$ cat config.mk
export PLATFORM = sky130hd
export DESIGN_NAME = fir_sample_loader
export DESIGN_NICKNAME = d
export VERILOG_FILES = /design/src/rtl/fir_sample_loader.sv
export SDC_FILE = /design/constraint.sdc
export NUM_CORES = 1
export LEC_CHECK = 0
export BUFFER_PORTS_ARGS = -buffer_cell sky130_fd_sc_hd__buf_2
export CAP_MARGIN = 20
export CORE_MARGIN = 3
export CORE_UTILIZATION = 43
export CTS_BUF_LIST = sky130_fd_sc_hd__clkbuf_4 sky130_fd_sc_hd__clkbuf_8
export DETAILED_ROUTE_END_ITERATION = 16
export HOLD_SLACK_MARGIN = 0.03
export MAX_ROUTING_LAYER = met4
export PLACE_DENSITY_LB_ADDON = 0.15
export SLEW_MARGIN = 20
export SYNTH_ARGS = -nofsm -noshare
export SYNTH_HDL_FRONTEND = slang
export SYNTH_SLANG_ARGS = --single-unit
$ cat constraint.sdc
create_clock -name clk -period 2.2 [get_ports clk]
set_clock_uncertainty 0.05 [all_clocks]
set_input_delay 0.44 -clock clk [delete_from_list [all_inputs] [get_ports clk]]
set_output_delay 0.44 -clock clk [all_outputs]
set_load 0.005 [all_outputs]
$ cat src/rtl/fir_sample_loader.sv
`default_nettype none
// +--------------------------------------------------------------------------+
// | Module   : fir_sample_loader                                             |
// | Purpose  : Streams a job of samples into FIR sample memory, then kicks   |
// |            the FIR and waits for its completion level.                   |
// | Revision : 1.0                                                           |
// +--------------------------------------------------------------------------+
module fir_sample_loader #(
  parameter int DATA_W = 8,
  parameter int ADDR_W = 10
) (
  input  logic              clk,
  input  logic              rst,
  input  logic              arm,
  input  logic [ADDR_W-1:0] cfg_base_addr,
  input  logic [ADDR_W-1:0] cfg_count,
  input  logic              abort,
  input  logic              s_valid,
  input  logic [DATA_W-1:0] s_data,
  output logic              s_ready,
  output logic              mem_we,
  output logic [ADDR_W-1:0] mem_addr,
  output logic [DATA_W-1:0] mem_wdata,
  output logic              fir_start,
  input  logic              fir_done,
  output logic              busy,
  output logic [ADDR_W-1:0] loaded_count,
  output logic              cfg_err
);

  localparam logic [1:0] c_IDLE     = 2'd0;
  localparam logic [1:0] c_LOAD     = 2'd1;
  localparam logic [1:0] c_KICK     = 2'd2;
  localparam logic [1:0] c_WAIT_FIR = 2'd3;

  logic [1:0]        r_state;
  logic [ADDR_W-1:0] r_base;
  logic [ADDR_W-1:0] r_count;
  logic [ADDR_W-1:0] r_loaded;
  logic              r_ready;
  logic              r_we;
  logic [ADDR_W-1:0] r_addr;
  logic [DATA_W-1:0] r_wdata;
  logic              r_start;
  logic              r_err;

  logic              w_accept;
  logic              w_last;
  logic [ADDR_W-1:0] w_loaded_inc;
  logic [ADDR_W-1:0] w_wr_addr;

  // r_ready is only ever high in LOAD, so it doubles as the LOAD qualifier.
  assign w_accept     = r_ready & s_valid;
  assign w_loaded_inc = r_loaded + 1'b1;
  assign w_last       = w_accept && (w_loaded_inc == r_count);
  assign w_wr_addr    = r_base + r_loaded;

  always_ff @(posedge clk) begin
    if (!rst) begin
      r_state  <= c_IDLE;
      r_base   <= '0;
      r_count  <= '0;
      r_loaded <= '0;
      r_ready  <= 1'b0;
      r_we     <= 1'b0;
      r_addr   <= '0;
      r_wdata  <= '0;
      r_start  <= 1'b0;
      r_err    <= 1'b0;
    end else begin
      r_we    <= w_accept;
      r_start <= 1'b0;
      if (w_accept) begin
        r_addr   <= w_wr_addr;
        r_wdata  <= s_data;
        r_loaded <= w_loaded_inc;
      end
      case (r_state)
        c_IDLE: begin
          if (arm) begin
            if (cfg_count == '0) begin
              r_err <= 1'b1;
            end else begin
              r_base   <= cfg_base_addr;
              r_count  <= cfg_count;
              r_loaded <= '0;
              r_err    <= 1'b0;
              r_ready  <= 1'b1;
              r_state  <= c_LOAD;
            end
          end
        end
        c_LOAD: begin
          // Abort outranks a simultaneous final beat; the beat's write still lands.
          if (abort) begin
            r_ready <= 1'b0;
            r_state <= c_IDLE;
          end else if (w_last) begin
            r_ready <= 1'b0;
            r_state <= c_KICK;
          end
        end
        c_KICK: begin
          // Two cycles here: the first arms the pulse, the second carries it.
          if (!r_start) begin
            r_start <= 1'b1;
          end else begin
            r_state <= c_WAIT_FIR;
          end
        end
        c_WAIT_FIR: begin
          if (fir_done) begin
            r_state <= c_IDLE;
          end
        end
        default: begin
          r_ready <= 1'b0;
          r_state <= c_IDLE;
        end
      endcase
    end
  end

  assign s_ready      = r_ready;
  assign mem_we       = r_we;
  assign mem_addr     = r_addr;
  assign mem_wdata    = r_wdata;
  assign fir_start    = r_start;
  assign busy         = (r_state != c_IDLE);
  assign loaded_count = r_loaded;
  assign cfg_err      = r_err;

endmodule
`default_nettype wire
==> flow_summary.toml, run 1 <==
[yosys]
syn_inst = 316
async_flop_share = 0
ys_top_cells_by_area = "dfxtp_1, mux2i_1, nor2_1"
synth_flop_cell = "dfxtp_1"
syn_area_per_cell_um2 = 8.568
synth.distinct_cells = 46
syn_area_um2 = 2708
synth_edf_count = 0
ys_seq_area_frac = 0.3993
synth_commonest_cells = "dfxtp_1, nor2_1, nand2_1"
synth_seq_cells = 54
synth_top_area_frac = 0.3993
synth_nets = 361
synth_area_leader_cell = "dfxtp_1"
yosys_warnings = 0
synth_most_common_cell = "dfxtp_1"

[timing]
fin_crit_ns = 2.036
maxSlewViolCount = 0
setup_viol_count_final = 0
fmax_ghz = 0.4912
finalHoldViolCount = 0
fin_tns_setup_ns = 0
rsz0062_at_grt = "false"
period_share = 0.9253
slew_headroom = 0.6838
tightest_slew_ns = 0.4743

[critical_path]
cpPeakStageDelay_ns = 0.38
startpoint_type = "register"
worstPathCellList = "ha_1 > inv_1 > fa_1 > nor2b_1 > o21a_1 > o31ai_1 > a211o_1 > o211ai_1"
cp_max_fo = 4
cp_data_required_time_ns = 2.39
critical_path_buf_inv_count = 1
cp-end-kind = "register"
cp_slowest_cell = "dfxtp_1"
crit_family = "compound AO/OA/AOI/OAI gates"
arrival_ns = 2.22
criticalPathCategory = "register to register"

[cts]
cts.clk_slew.worst_paths_ns = 0.10
cts_htree_levels = 2
cts_tree = "built"
root_buffer = "clkbuf_8"
cts_made_buffers = 5
clk_latency_ns = 0.31
cts.path.max_buffers = 2
clkSinkCount = 54
hold_buffers = 0
cts_resized = 0
cts_setup_buffers = 0

[global_route]
grt-ovfl-total = 0
antenna_found_initial = 0
first_global_vias = 2351
track_usage = 0.1935
grt_pass1_wl_um = 11160
grt_max_degree = 35

[floorplanning]
die_y_um = 85.35
start_util = 0.4493
io_pins = 67
fp.dieW_um = 85.35
row_count = 28
core_um2 = 6026
die_area_um2 = 7285

[layout]
final_nets = 430
antennaDiodeCount = 0
drive_gt1_frac = 0.2539
n_fill_cell = 575
syn_to_final_growth_pct = 21.67

[routing]
met2WireLength_um = 3221
highest_layer = "met4"
wl_um = 6742
vias = 2432
viasPerCell = 5.275
wl_met3_um = 338
wl_per_cell_um = 14.62
antenna_left = 0
drt-initial-drc-count = 124
m1WireLength_um = 3099
drcViolationCount = 0
drt-pass1-iter-count = 4

[outcome]
status = "completed"

[pwr]
p_per_area_nw_per_um2 = 643.1
p_leak_nw = 1.459
vdd_drop_max_uv = 382.9
power_mw = 2.119

[placement]
routabilityCongestion = 0.8406
numPortBuffers = 66
dpl.hpwl_um = 4820

[run]
max_cap_violations = 0

[hold_path]
hold_class = "input port to register"
-- worst min-delay path, cell delays in order --
cell     delay [ns]
buf_2          0.09
nand2_1        0.04
a21oi_1        0.05
-- per-layer routing --
layer  vias to the layer above  GRT usage
li1                       1238          -
met1                      1129     0.2442
met2                        56     0.3150
met3                         9    0.03592
met4                         0    0.05755
met5                         -          -
-- layout by cell type (no fill, tap or decap), drive strengths merged, types with 4 or more instances in the layout --
| cell type | synthesis | final |
|---|---|---|
| inv | 12 | 12 |
| or3 | 7 | 7 |
| xor2 | 8 | 8 |
| nor3 | 9 | 9 |
| buf | 6 | 76 |
| nand3 | 13 | 13 |
| nand4 | 4 | 4 |
| nand2 | 33 | 33 |
| o21ai | 13 | 13 |
| a21oi | 21 | 21 |
| a211oi | 6 | 6 |
| xnor2 | 14 | 14 |
| dfxtp | 54 | 54 |
| clkbuf | 8 | 6 |
| mux2i | 20 | 20 |
| nor2 | 40 | 40 |
| ha | 10 | 10 |
-- power breakdown --
part / total [mW] / switching [mW] / internal [mW]
sequential: 1.04 / 0.0252 / 1.02
combinational: 0.252 / 0.135 / 0.116
clock: 0.825 / 0.339 / 0.486
total: 2.12 / 0.499 / 1.62
-- registers in the layout, indices dropped and copies added (netlist names), named ones only --
register      cells
cfg_err           1
fir_start         1
loaded_count     10
mem_addr         10
mem_wdata         8
mem_we            1
r_base           10
r_count          10
r_state           1
s_ready           1
-- kinds of logic after synthesis --
family          Yosys count  synth area share
fa+ha+maj                11           0.05360
compound gates           62            0.1506
buf+inv                  26           0.04344
flops                    54            0.3993
mux                      20           0.07394
simple gates            121            0.2080
xor+xnor                 22           0.07117
-- worst paths after layout --
| check | from | end | slack [ns] | depth (start not counted) |
|---|---|---|---|---|
| max | loaded_count[0] | mem_addr[8] | 0.16 | 8 |
| min | s_data[4] | mem_wdata[4] | 0.30 | 3 |
| max reg2reg | loaded_count[0] | mem_addr[8] | 0.16 | 8 |
| min reg2reg | mem_addr[4] | mem_addr[4] | 0.40 | 2 |
-- area by class of cell --
class / count / area, um^2 / share of cell area
Clock buffer: 6 / 82.58 / 0.02507
Clock inverter: 2 / 60.06 / 0.01823
Inverter: 12 / 45.04 / 0.01367
Multi-Input combinational cell: 236 / 1525 / 0.4630
Sequential cell: 54 / 1082 / 0.3285
Tap cell: 75 / 93.84 / 0.02848
Timing Repair Buffer: 76 / 405.4 / 0.1231
-- stage by stage --
step                      cells  cell area [um^2]  hold slack [ns]  utilization  worst slack, ns
after global routing        461              3294           0.3074       0.5467          0.03015
after detailed placement    453              3134           0.3944       0.5201          0.04738
after global placement      453              3134           0.3875       0.5201           0.1065
after floorplan             316              2708           0.3955            -           0.2990
final                       461              3294           0.3015       0.5467           0.1643
after CTS                   461              3277           0.2968       0.5438         0.005572
Power figures use the tool's default switching activity.
==> run 2, diff against run 1 <==
Settings changed: CORE_UTILIZATION 43 to 45, MAX_ROUTING_LAYER met4 to unset.
==> run 2 against run 1 <==
Net effect:
- critical path depth is 1 lower
- sequential power hardly changed
- combinational power is 3% lower
- clock-buffer cell count is 1 lower
- via count is 1.6% lower
- critical path type unchanged
- highest routed layer unchanged
==> flow_summary.toml, run 2 (synthesis results as in run 1) <==
[outcome]
status = "completed"

[floorplanning]
die_area_um2 = 6984
start_util = 0.4771
core_um2 = 5675
io_pins = 67
die_y_um = 83.57
row_count = 27
fp.dieW_um = 83.57

[hold_path]
hold_class = "input port to register"
holdPathStages = 3

[placement]
numPortBuffers = 66
routabilityCongestion = 0.9173
post-place-ws_ns = 0.07187
dpl.hpwl_um = 4807

[critical_path]
cpPeakStageDelay_ns = 0.40
criticalPathCategory = "register to register"
cp-end-kind = "register"
arrival_ns = 2.18
worstPathCellList = "ha_1 > nand4_1 > o21ai_0 > a2111oi_1 > a211oi_1 > buf_4 > o311a_1"
crit_family = "compound AO/OA/AOI/OAI gates"
crit_cells = 7
cp_max_fo = 7
cp_slowest_cell = "a2111oi_1"
startpoint_type = "register"
reg2reg_depth = 7
critical_path_buf_inv_count = 1
cp_data_required_time_ns = 2.36

[routing]
vias = 2394
antenna_left = 0
highest_layer = "met4"
wl_um = 6341
wl_per_cell_um = 13.81
drt-initial-drc-count = 150
wl_met3_um = 325
drt-pass1-iter-count = 4
viasPerCell = 5.216
met2WireLength_um = 2898
drcViolationCount = 0
m1WireLength_um = 3028

[layout]
drive_gt1_frac = 0.2506
multi_input_area_um2 = 1515
antennaDiodeCount = 0
syn_to_final_growth_pct = 20.33
n_fill_cell = 544
mostFrequentLayoutCell = "buf_2"
regArea_um2 = 1082
final_cell_mix = "buf_2, dfxtp_1, nor2_1"
final_nets = 431

[timing]
fmax_ghz = 0.4953
maxSlewViolCount = 0
slew_headroom = 0.7153
rsz0062_at_grt = "false"
fin_tns_setup_ns = 0
period_share = 0.9177
setup_viol_count_final = 0
fin_crit_ns = 2.019
finalHoldViolCount = 0
fin_ws_ns = 0.1810
tightest_slew_ns = 0.4271

[global_route]
antenna_found_initial = 0
first_global_vias = 2209
track_usage = 0.1843
grt_pass1_wl_um = 10630
grt_max_degree = 25
grt-ovfl-total = 0

[run]
max_cap_violations = 0

[pwr]
power_mw = 1.977
vdd_drop_max_uv = 334.6
p_per_area_nw_per_um2 = 606.7
p_leak_nw = 1.447

[cts]
root_buffer = "clkbuf_8"
cts.path.max_buffers = 2
cts.clk_slew.worst_paths_ns = 0.11
hold_buffers = 0
cts_tree = "built"
cts_made_buffers = 5
cts_htree_levels = 2
clkSinkCount = 54
clk_latency_ns = 0.32
[run 2: area by class of cell]
class                           instances  share of cell area
Inverter                               12             0.01382
Tap cell                               72             0.02765
Timing Repair Buffer                   77              0.1267
Clock inverter                          3             0.01344
Clock buffer                            5             0.02112
Multi-Input combinational cell        236              0.4651
Sequential cell                        54              0.3322
[run 2: worst paths after layout]
check             startpoint      endpoint  slack [ns]
max          loaded_count[1]    r_state[0]        0.18
min                s_data[1]  mem_wdata[1]        0.29
max reg2reg  loaded_count[1]    r_state[0]        0.18
min reg2reg      mem_addr[4]   mem_addr[4]        0.41
[run 2: per-stage QoR]
step                hold WS [ns]    util  std cells  instance area [um^2]
floorplan                 0.3955       -        316                  2708
global placement          0.3824  0.5516        450                  3131
detailed placement        0.3941  0.5516        450                  3131
CTS                       0.2903  0.5714        458                  3243
global route              0.2911  0.5741        459                  3258
finish                    0.2929  0.5741        459                  3258
[run 2: worst reg2reg max path, delay by kind of cell (launching register included)]
kind | cells | cell delay (ns)
compound gates | 4 | 0.93
flops | 1 | 0.37
fa+ha+maj | 1 | 0.23
simple gates | 1 | 0.18
buf+inv | 1 | 0.16
[run 2: where the power goes]
part	switching (mW)	internal, mW
Clock	0.345	0.342
Sequential	0.0281	1.02
Combinational	0.129	0.116
[run 2: layer usage]
| metal | vias to the layer above | global-route usage |
|---|---|---|
| met5 | - | 0 |
| met4 | 0 | 0.05702 |
| met3 | 8 | 0.04442 |
| met2 | 52 | 0.2921 |
| met1 | 1085 | 0.2477 |
| li1 | 1249 | - |
[run 2: what timing repair did]
action / CTS / global route
setup endpoints to repair: 0 / 3
setup buffers: 0 / 1
resized for setup: 0 / 3
==> run 3, diff against run 2 <==
Settings changed: ABC_AREA set to 1.
==> run 3 against run 2 <==
Net effect:
- routed wire length is 5.6% higher
- synthesized cell count is 25% higher
- first-iteration DRC count is 19% lower
- design area is 1.8% higher
- hold slack better by 0.0075 ns
- final cell count is 18% higher
- critical path type unchanged
- register-to-register slack hardly changed
- via count is 11% higher
- clock-buffer cell count is 1 higher
- largest cell class unchanged
- sequential share of layout area is 0.61 points lower
- sequential power is 9.5% higher
==> flow_summary.toml, run 3 <==
[layout]
final_cell_mix = "nor2_1, buf_2, nand2_1"
n_fill_cell = 570
mostFrequentLayoutCell = "nor2_1"
drive_gt1_frac = 0.2255
syn_to_final_growth_pct = 20.56
antennaDiodeCount = 0
final_nets = 514

[placement]
dpl.hpwl_um = 4989
routabilityCongestion = 0.8386
numPortBuffers = 66

[run]
max_cap_violations = 0

[cts]
clkSinkCount = 54
cts.clk_slew.worst_paths_ns = 0.10
cts.path.max_buffers = 2
hold_buffers = 0
clk_latency_ns = 0.30
cts_setup_buffers = 0
root_buffer = "clkbuf_8"
cts_tree = "built"
cts_htree_levels = 2
cts_made_buffers = 5

[routing]
wl_um = 6696
drt-pass1-iter-count = 4
drcViolationCount = 0
antenna_left = 0
viasPerCell = 4.915
drt-initial-drc-count = 121
wl_per_cell_um = 12.35
vias = 2664

[timing]
setup_viol_count_final = 0
maxSlewViolCount = 0
fin_tns_setup_ns = 0
period_share = 0.9187
fmax_ghz = 0.4948
fin_crit_ns = 2.021
rsz0062_at_grt = "true"
tightest_slew_ns = 0.3660
finalHoldViolCount = 0
slew_headroom = 0.7537

[global_route]
grt_pass1_wl_um = 11230
track_usage = 0.1918
grt-ovfl-total = 0
antenna_found_initial = 0
first_global_vias = 2457
busiest_layer = "met2"
grt_max_degree = 37
met3_usage = 0.03238
met2_usage = 0.3128
grtUsageMet1 = 0.2606

[hold_path]
hold_end = "r_base[8]"
min_from = "cfg_base_addr[8]"
holdPathStages = 3
hold_class = "input port to register"

[yosys]
ys_seq_area_frac = 0.3931
synth_seq_cells = 54
synth.distinct_cells = 35
syn_area_um2 = 2750
async_flop_share = 0
ys_top_cells_by_area = "dfxtp_1, nor2_1, nand2_1"
synth_nets = 441
synth_commonest_cells = "nor2_1, nand2_1, dfxtp_1"
synth_edf_count = 0
syn_area_per_cell_um2 = 6.945
synth_top_area_frac = 0.3931
synth_flop_cell = "dfxtp_1"
synth_area_leader_cell = "dfxtp_1"
synth_most_common_cell = "nor2_1"
syn_inst = 396
yosys_warnings = 0

[critical_path]
criticalPathCategory = "register to register"
cpMostUsedCell = "nand2_1"
arrival_ns = 2.17
startpoint_type = "register"
cpPeakStageDelay_ns = 0.36
cp-end-kind = "register"
cp_max_fo = 6
rr_startpoint = "loaded_count[0]"
reg2reg_depth = 13
regToRegSetupSlack_ns = 0.18
cp_slowest_cell = "dfxtp_1"
cp_data_required_time_ns = 2.35
worstPathCellList = "buf_4 > ha_1 > nand2_2 > nor2_4 > nand4_1 > nand2_1 > nand2_1 > nand2_1 > nand3_2 > o21bai_4 > nand3_2 > nand2_1 > a21oi_2"
cp-startpoint = "loaded_count[0]"

[floorplanning]
die_area_um2 = 7085
start_util = 0.4817
row_count = 27
fp.dieW_um = 84.18
core_um2 = 5709
io_pins = 67
die_y_um = 84.18

[pwr]
p_leak_nw = 1.592
vdd_drop_max_uv = 420.4
p_per_area_nw_per_um2 = 689.8
power_mw = 2.287

[outcome]
status = "completed"
-- run 3: cell families (layout without fill, tap and decap cells) --
logic type,Yosys count,count (layout),synth area share
AOI/OAI and AO/OA,81,81,0.1633
xor gates and xnor gates,7,7,0.02229
adders and majority gates,11,11,0.05278
buffers and inverters,60,134,0.08280
DFF,54,54,0.3931
and+or+nand+nor,183,183,0.2857
-- run 3: worst max-delay path by stage --
stage / endpoint / cells after the start
after global routing: mem_addr[8] / 13
final: register / 13
after CTS: mem_addr[8] / 13
after detailed placement: mem_addr[8] / 13
after floorplan: mem_addr[8] / 13
after global placement: mem_addr[8] / 13
-- run 3: repair_timing --
action                                  CTS  global route
hold endpoints to repair                  0             0
endpoints found under the setup margin    0             6
gates resized for setup                   0             5
-- run 3: power by group --
part | internal (mW) | switching, mW
combinational | 0.234 | 0.340
clock | 0.238 | 0.324
sequential | 1.09 | 0.0656
-- run 3: routing by layer --
metal  vias up  part of all wire
met4         0             0.010
met5         -                 0
met3         7             0.046
met2        62              0.46
li1       1421                 -
met1      1174              0.49
-- run 3: layout make-up --
cell class,count,area [um^2],area share
inverters,48,180.2,0.05434
clock buffers,6,76.32,0.02302
repair buffers,78,420.4,0.1268
flip-flops and latches,54,1081,0.3260
multi-input cells,282,1454,0.4385
clock inverters,2,13.76,0.004151
well taps,72,90.09,0.02717
-- run 3: stage by stage --
step | setup slack [ns] | hold WS (ns) | cell area [um^2] | util | cells
2_1_floorplan | 0.1044 | 0.3939 | 2750 | - | 396
3_3_place_gp | 0.1488 | 0.4095 | 3213 | 0.5628 | 534
3_5_place_dp | 0.05656 | 0.4160 | 3213 | 0.5628 | 534
4_1_cts | 0.02617 | 0.2878 | 3303 | 0.5786 | 542
5_1_grt | -0.0006035 | 0.3018 | 3316 | 0.5808 | 542
6_report | 0.1789 | 0.3004 | 3316 | 0.5808 | 542
-- run 3: critical path, delay by kind of cell (launching register included) --
family	cells	cell delay, ns
compound gates	2	0.23
flops	1	0.36
fa+ha+maj	1	0.19
simple gates	9	0.92
buf+inv	1	0.16
